### src/rtl/dbg_controller.sv
// Debug-port sequencer driving the processor DBG_* inputs from a host command link.
// Optional DBG_CMDCNT_EN adds a 16-bit accepted-command counter reported in STATUS[31:16].
module dbg_controller #(
  parameter int HALT_DRAIN = 5,
  parameter int RST_CYCLES = 4
) (
  input  logic        iClk,
  input  logic        iRst,
  input  logic        iCmdValid,
  output logic        oCmdReady,
  input  logic [2:0]  iCmd,
  input  logic [4:0]  iCmdAddr,
  input  logic [31:0] iCmdData,
  output logic        oRspValid,
  input  logic        iRspReady,
  output logic [31:0] oRspData,
  output logic        oRspErr,
  output logic        oDBG_halt,
  output logic        oDBG_exec,
  output logic [31:0] oDBG_ins,
  output logic        oDBG_regWrite,
  output logic [4:0]  oDBG_rsAddr,
  output logic [31:0] oDBG_rdValue,
  input  logic [31:0] iDBG_rsValue,
  output logic        oDBG_nRst
);

  localparam int CNT_MAX = (HALT_DRAIN > RST_CYCLES) ? HALT_DRAIN : RST_CYCLES;
  localparam int CNT_W   = $clog2(CNT_MAX + 1);

  localparam logic [2:0] S_RUN      = 3'd0;
  localparam logic [2:0] S_DRAIN    = 3'd1;
  localparam logic [2:0] S_HALTED   = 3'd2;
  localparam logic [2:0] S_EXEC     = 3'd3;
  localparam logic [2:0] S_RDWAIT   = 3'd4;
  localparam logic [2:0] S_WRPULSE  = 3'd5;
  localparam logic [2:0] S_CORE_RST = 3'd6;
  localparam logic [2:0] S_RESP     = 3'd7;

  localparam logic [2:0] OP_STATUS   = 3'd0;
  localparam logic [2:0] OP_HALT     = 3'd1;
  localparam logic [2:0] OP_RESUME   = 3'd2;
  localparam logic [2:0] OP_STEP     = 3'd3;
  localparam logic [2:0] OP_EXEC     = 3'd4;
  localparam logic [2:0] OP_REG_RD   = 3'd5;
  localparam logic [2:0] OP_REG_WR   = 3'd6;
  localparam logic [2:0] OP_CORE_RST = 3'd7;

  logic [2:0]       state;
  logic             halted;
  logic [CNT_W-1:0] cnt;
  logic [31:0]      rsp_data;
  logic             rsp_err;
  logic             dbg_halt;
  logic             dbg_exec;
  logic [31:0]      dbg_ins;
  logic             dbg_reg_write;
  logic [4:0]       rs_addr;
  logic [31:0]      rd_value;
  logic             dbg_nrst;
  logic [31:0]      status_word;
  logic             accept;

  assign oCmdReady = (state == S_RUN) || (state == S_HALTED);
  assign accept    = iCmdValid && oCmdReady;

`ifdef DBG_CMDCNT_EN
  logic [15:0] cmd_cnt;

  // The STATUS command reporting the count is itself counted.
  assign status_word = {cmd_cnt + 16'd1, 15'd0, halted};

  always_ff @(posedge iClk) begin
    if (iRst)        cmd_cnt <= '0;
    else if (accept) cmd_cnt <= cmd_cnt + 16'd1;
  end
`else
  assign status_word = {16'd0, 15'd0, halted};
`endif

  // NOTE: all state below uses non-blocking assignments so every register samples pre-edge values.
  always_ff @(posedge iClk) begin
    if (iRst) begin
      state         <= S_RUN;
      halted        <= 1'b0;
      cnt           <= '0;
      rsp_data      <= '0;
      rsp_err       <= 1'b0;
      dbg_halt      <= 1'b0;
      dbg_exec      <= 1'b0;
      dbg_ins       <= '0;
      dbg_reg_write <= 1'b0;
      rs_addr       <= '0;
      rd_value      <= '0;
      dbg_nrst      <= 1'b1;
    end else begin
      dbg_exec      <= 1'b0;
      dbg_reg_write <= 1'b0;
      case (state)
        S_RUN, S_HALTED: begin
          if (accept) begin
            rsp_data <= '0;
            rsp_err  <= 1'b0;
            state    <= S_RESP;
            case (iCmd)
              OP_STATUS: rsp_data <= status_word;
              OP_HALT: begin
                if (!halted) begin
                  dbg_halt <= 1'b1;
                  cnt      <= CNT_W'(HALT_DRAIN);
                  state    <= S_DRAIN;
                end
              end
              OP_RESUME: begin
                dbg_halt <= 1'b0;
                halted   <= 1'b0;
              end
              OP_CORE_RST: begin
                dbg_nrst <= 1'b0;
                cnt      <= CNT_W'(RST_CYCLES);
                state    <= S_CORE_RST;
              end
              default: begin
                // Remaining opcodes need a halted core; in RUN they only report an error.
                if (!halted) begin
                  rsp_err <= 1'b1;
                end else if (iCmd == OP_STEP) begin
                  dbg_halt <= 1'b0;
                  state    <= S_EXEC;
                end else if (iCmd == OP_EXEC) begin
                  dbg_ins  <= iCmdData;
                  dbg_exec <= 1'b1;
                  state    <= S_EXEC;
                end else if (iCmd == OP_REG_RD) begin
                  rs_addr <= iCmdAddr;
                  cnt     <= CNT_W'(1);
                  state   <= S_RDWAIT;
                end else begin
                  rs_addr       <= iCmdAddr;
                  rd_value      <= iCmdData;
                  dbg_reg_write <= 1'b1;
                  state         <= S_WRPULSE;
                end
              end
            endcase
          end
        end
        S_EXEC: begin
          dbg_halt <= 1'b1;
          cnt      <= CNT_W'(HALT_DRAIN);
          state    <= S_DRAIN;
        end
        S_DRAIN: begin
          cnt <= cnt - CNT_W'(1);
          if (cnt == CNT_W'(1)) begin
            halted <= 1'b1;
            state  <= S_RESP;
          end
        end
        S_RDWAIT: begin
          // Register file data lags the address by one cycle.
          if (cnt != '0) begin
            cnt <= cnt - CNT_W'(1);
          end else begin
            rsp_data <= iDBG_rsValue;
            state    <= S_RESP;
          end
        end
        S_WRPULSE: state <= S_RESP;
        S_CORE_RST: begin
          cnt <= cnt - CNT_W'(1);
          if (cnt == CNT_W'(1)) begin
            dbg_nrst <= 1'b1;
            state    <= S_RESP;
          end
        end
        S_RESP: begin
          if (iRspReady) state <= halted ? S_HALTED : S_RUN;
        end
        default: state <= S_RUN;
      endcase
    end
  end

  assign oRspValid     = (state == S_RESP);
  assign oRspData      = rsp_data;
  assign oRspErr       = rsp_err;
  assign oDBG_halt     = dbg_halt;
  assign oDBG_exec     = dbg_exec;
  assign oDBG_ins      = dbg_ins;
  assign oDBG_regWrite = dbg_reg_write;
  assign oDBG_rsAddr   = rs_addr;
  assign oDBG_rdValue  = rd_value;
  assign oDBG_nRst     = dbg_nrst;

endmodule

### config.mk
export PLATFORM = sky130hd
export DESIGN_NAME = dbg_controller
export DESIGN_NICKNAME = d
export VERILOG_FILES = /design/src/rtl/dbg_controller.sv
export SDC_FILE = /design/constraint.sdc
export NUM_CORES = 1
export LEC_CHECK = 0
export BUFFER_PORTS_ARGS = -buffer_cell sky130_fd_sc_hd__buf_2
export CAP_MARGIN = 20
export CORE_ASPECT_RATIO = 0.6
export CORE_UTILIZATION = 47
export CTS_CLUSTER_SIZE = 16
export DETAILED_ROUTE_END_ITERATION = 6
export PLACE_DENSITY = 0.79
export SLEW_MARGIN = 30
export SYNTH_ARGS = -nofsm -noshare
export SYNTH_HDL_FRONTEND = slang
export SYNTH_SLANG_ARGS = --single-unit
export TNS_END_PERCENT = 5
### constraint.sdc
create_clock -name iClk -period 2.3 [get_ports iClk]
set_clock_uncertainty 0.15 [all_clocks]
set_input_delay 0.575 -clock iClk [delete_from_list [all_inputs] [get_ports iClk]]
set_output_delay 0.575 -clock iClk [all_outputs]
set_load 0.05 [all_outputs]
==> flow_summary.toml <==
[worst_setup_path]
start_kind = "flop"
worstPathMaxFanout = 20
critPathSlowestCell = "dfxtp_2"
crit_required_ps = 1570
crit_chain = "nand3_1, inv_1, buf_2"
end_kind = "output port"
crit_arrival_ps = 1470
slowest_delay_ps = 570
crit_family = "flip-flops"
path_buf_inv = 2
worstSetupPathType = "flop to output port"

[synthesis]
ys.flop_type = "dfxtp_1"
seq_area_frac_synth_pct = 52.0
synth-seq-cells = 113
syn_avg_cell_area_um2 = 8.23
async_reset_ff_share_pct = 0
yosysWarnings = 0
synthCells = 529
syn_nets = 608
synth_edf_count = 0
synth_cell_types = 44
syn_area_mm2 = 0.00435

[power_and_ir_drop]
clkPwrFrac_pct = 41.6
internal_power_mw = 4.59
p_leak_nw = 2.68
vdd_drop_max_mv = 0.695
netSwitchingFraction_pct = 32.0
power.share.sequential_pct = 34.5
combPwrFrac_pct = 23.9
power.density_mw_per_mm2 = 1130
power_switching_mw = 2.16

[timing]
tightest_slew_ps = 526
fin_ws_ps = 101
fin_crit_sh_pct = 95.6
maxSlewViolCount = 0
setup_violations = 0
hold_viol_final = 0
min_period_ps = 2200
slew_headroom_pct = 64.5
fin_setup_tns_ps = 0
rsz0062_at_grt = "no"
clock.fmax_mhz = 455

[run]
maxCapViolations = 0

[die]
ioPinCount = 184
dieArea_mm2 = 0.00967
row_count = 26
die_h_um = 76.6
start_util_pct = 49.8
core-area_mm2 = 0.00875
die_x_um = 126

[clock_network]
post_cts_buffers = 0
cts_made_buffers = 17
cts_sinks = 113
cts_buffer_depth = 2
htreeDepth = 4
ctsRootBufferMaster = "clkbuf_16"
cts_tree = "built"
clk_pin_slew_ps = 50
clk_latency_ps = 400

[placed_design]
place_ws_ps = 226
dp_hpwl_um = 8490
numPortBuffers = 183
gp_congestion = 0.910
dp.cells = 792
dpl_cell_area_mm2 = 0.00533

[routing]
drt-initial-drc-count = 320
final_antenna_net_count = 0
wl_per_cell_um = 15.2
via_per_inst = 5.32
post-route-drc-count = 0
first_pass_iters = 5
wirelength_um = 12500
dr_total_vias = 4383

[finish]
drive_above_1_share_pct = 32.7
fin_util_pct = 68.3
regArea_mm2 = 0.00227
final_common_cell = "buf_2"
area_growth_syn_to_layout_pct = 37.2
fin_area_mm2 = 0.00597
fin_nets = 778
antenna_cells = 0
fillCellCount = 665
fin_cells = 824
layout_common_cells = "182 x buf_2, 138 x nand2_1, 110 x dfxtp_1, 70 x a21oi_1, 59 x nor2_1"
multiInputGateArea_mm2 = 0.00188

[grt]
grt_pass1_vias = 4058
grt_pass1_wl_um = 20000
grt_max_degree = 56
grt.overflow.total = 0
met3_usage_pct = 8.36
antenna_found_initial = 0
grtUsageTotal_pct = 26.5
grt.met1_usage_pct = 33.4
met2_usage_pct = 43.3
grt-busiest-layer = "met2"

[outcome]
status = "finished, final reports clean"

[hold_path]
hp-class = "input port to flop"
-- worst paths after layout --
kind	start	to	slack, ps	depth (start not counted)
setup / recovery	state[2]	oRspValid	100	3
hold / removal	iCmdAddr[4]	oDBG_rsAddr[4]	260	3
setup reg to reg	cnt[0]	oRspData[20]	300	8
hold reg to reg	oDBG_rdValue[6]	oDBG_rdValue[6]	300	2
-- worst register-to-register path: cells and delay by family (launching register included) --
kind / cells / cell delay (ps)
AND/OR/NAND/NOR: 3 / 570
adder cells (fa/ha/maj): 1 / 160
AO/OA/AOI/OAI: 1 / 200
multiplexers: 1 / 130
buffers and inverters: 2 / 330
flip-flops: 1 / 340
-- cell families after synthesis --
group | count (synthesis) | synth area share [%]
compound gates | 124 | 17.2
xor+xnor | 4 | 0.805
fa+ha+maj | 3 | 0.862
buf+inv | 46 | 4.91
flops | 113 | 52.0
mux | 8 | 1.84
simple gates | 231 | 22.4
-- cells in the mapped netlist (2+ instances only) --
cell        n  area, um^2
mux2i_1     8        80.1
nand2b_1    3        18.8
dfxtp_1   113        2260
nand2_1   138         518
inv_1       3        11.3
buf_2      15        75.1
ha_1        3        37.5
a211oi_1    4        30.0
nand3_1     3        15.0
a21oi_1    70         350
nand4_1     3        18.8
nor2b_1     7        43.8
o21bai_1    2        15.0
o21a_1      2        15.0
nor2_1     59         221
clkbuf_1   23        86.3
o21ai_0     5        25.0
a22oi_1    33         248
nor3_1      4        20.0
xor2_1      2        17.5
buf_4       4        30.0
xnor2_1     2        17.5
nor2_2      2        12.5
-- per-stage QoR --
stage / power [mW] / hold WS (ps)
finish: 6.75 / 262
global route: 7.07 / 257
CTS: 6.77 / 248
detailed placement: 3.95 / 294
global placement: 3.90 / 289
floorplan: 3.59 / 310
-- registers in the layout, summed over array words and instances, names as in the netlist, 3 cells and up --
register	flops
oRspData	32
oDBG_rdValue	32
oDBG_rsAddr	5
cnt	3
state	3
oDBG_ins	32
-- final cells by class --
type,count,share of cell area [%]
sequential,113,37.9
tap,112,2.35
inverter,3,0.188
timing repair buffer,194,17.4
clock inverter,9,2.55
multi-input combinational,370,31.4
clock buffer,23,8.17
-- layer usage --
| metal | wire (um) | vias up |
|---|---|---|
| met2 | 5910 | 234 |
| met1 | 5300 | 2022 |
| met5 | 0 | - |
| li1 | - | 2119 |
| met4 | 82 | 0 |
| met3 | 1210 | 8 |
-- power by group through the flow --
stage               Sequential (mW)  Clock, mW  Combinational [mW]
global route                   2.36       2.94                1.77
floorplan                      2.57          0                1.02
finish                         2.33       2.81                1.62
detailed placement             2.35          0                1.60
CTS                            2.32       2.84                1.61
global placement               2.34          0                1.56
-- repair_timing --
action,4_1_cts,5_1_grt
endpoints found under the hold margin,0,0
hold buffers,0,0
resized for setup,2,1
endpoints found under the setup margin,1,1
(Power assumes the default switching activity.)
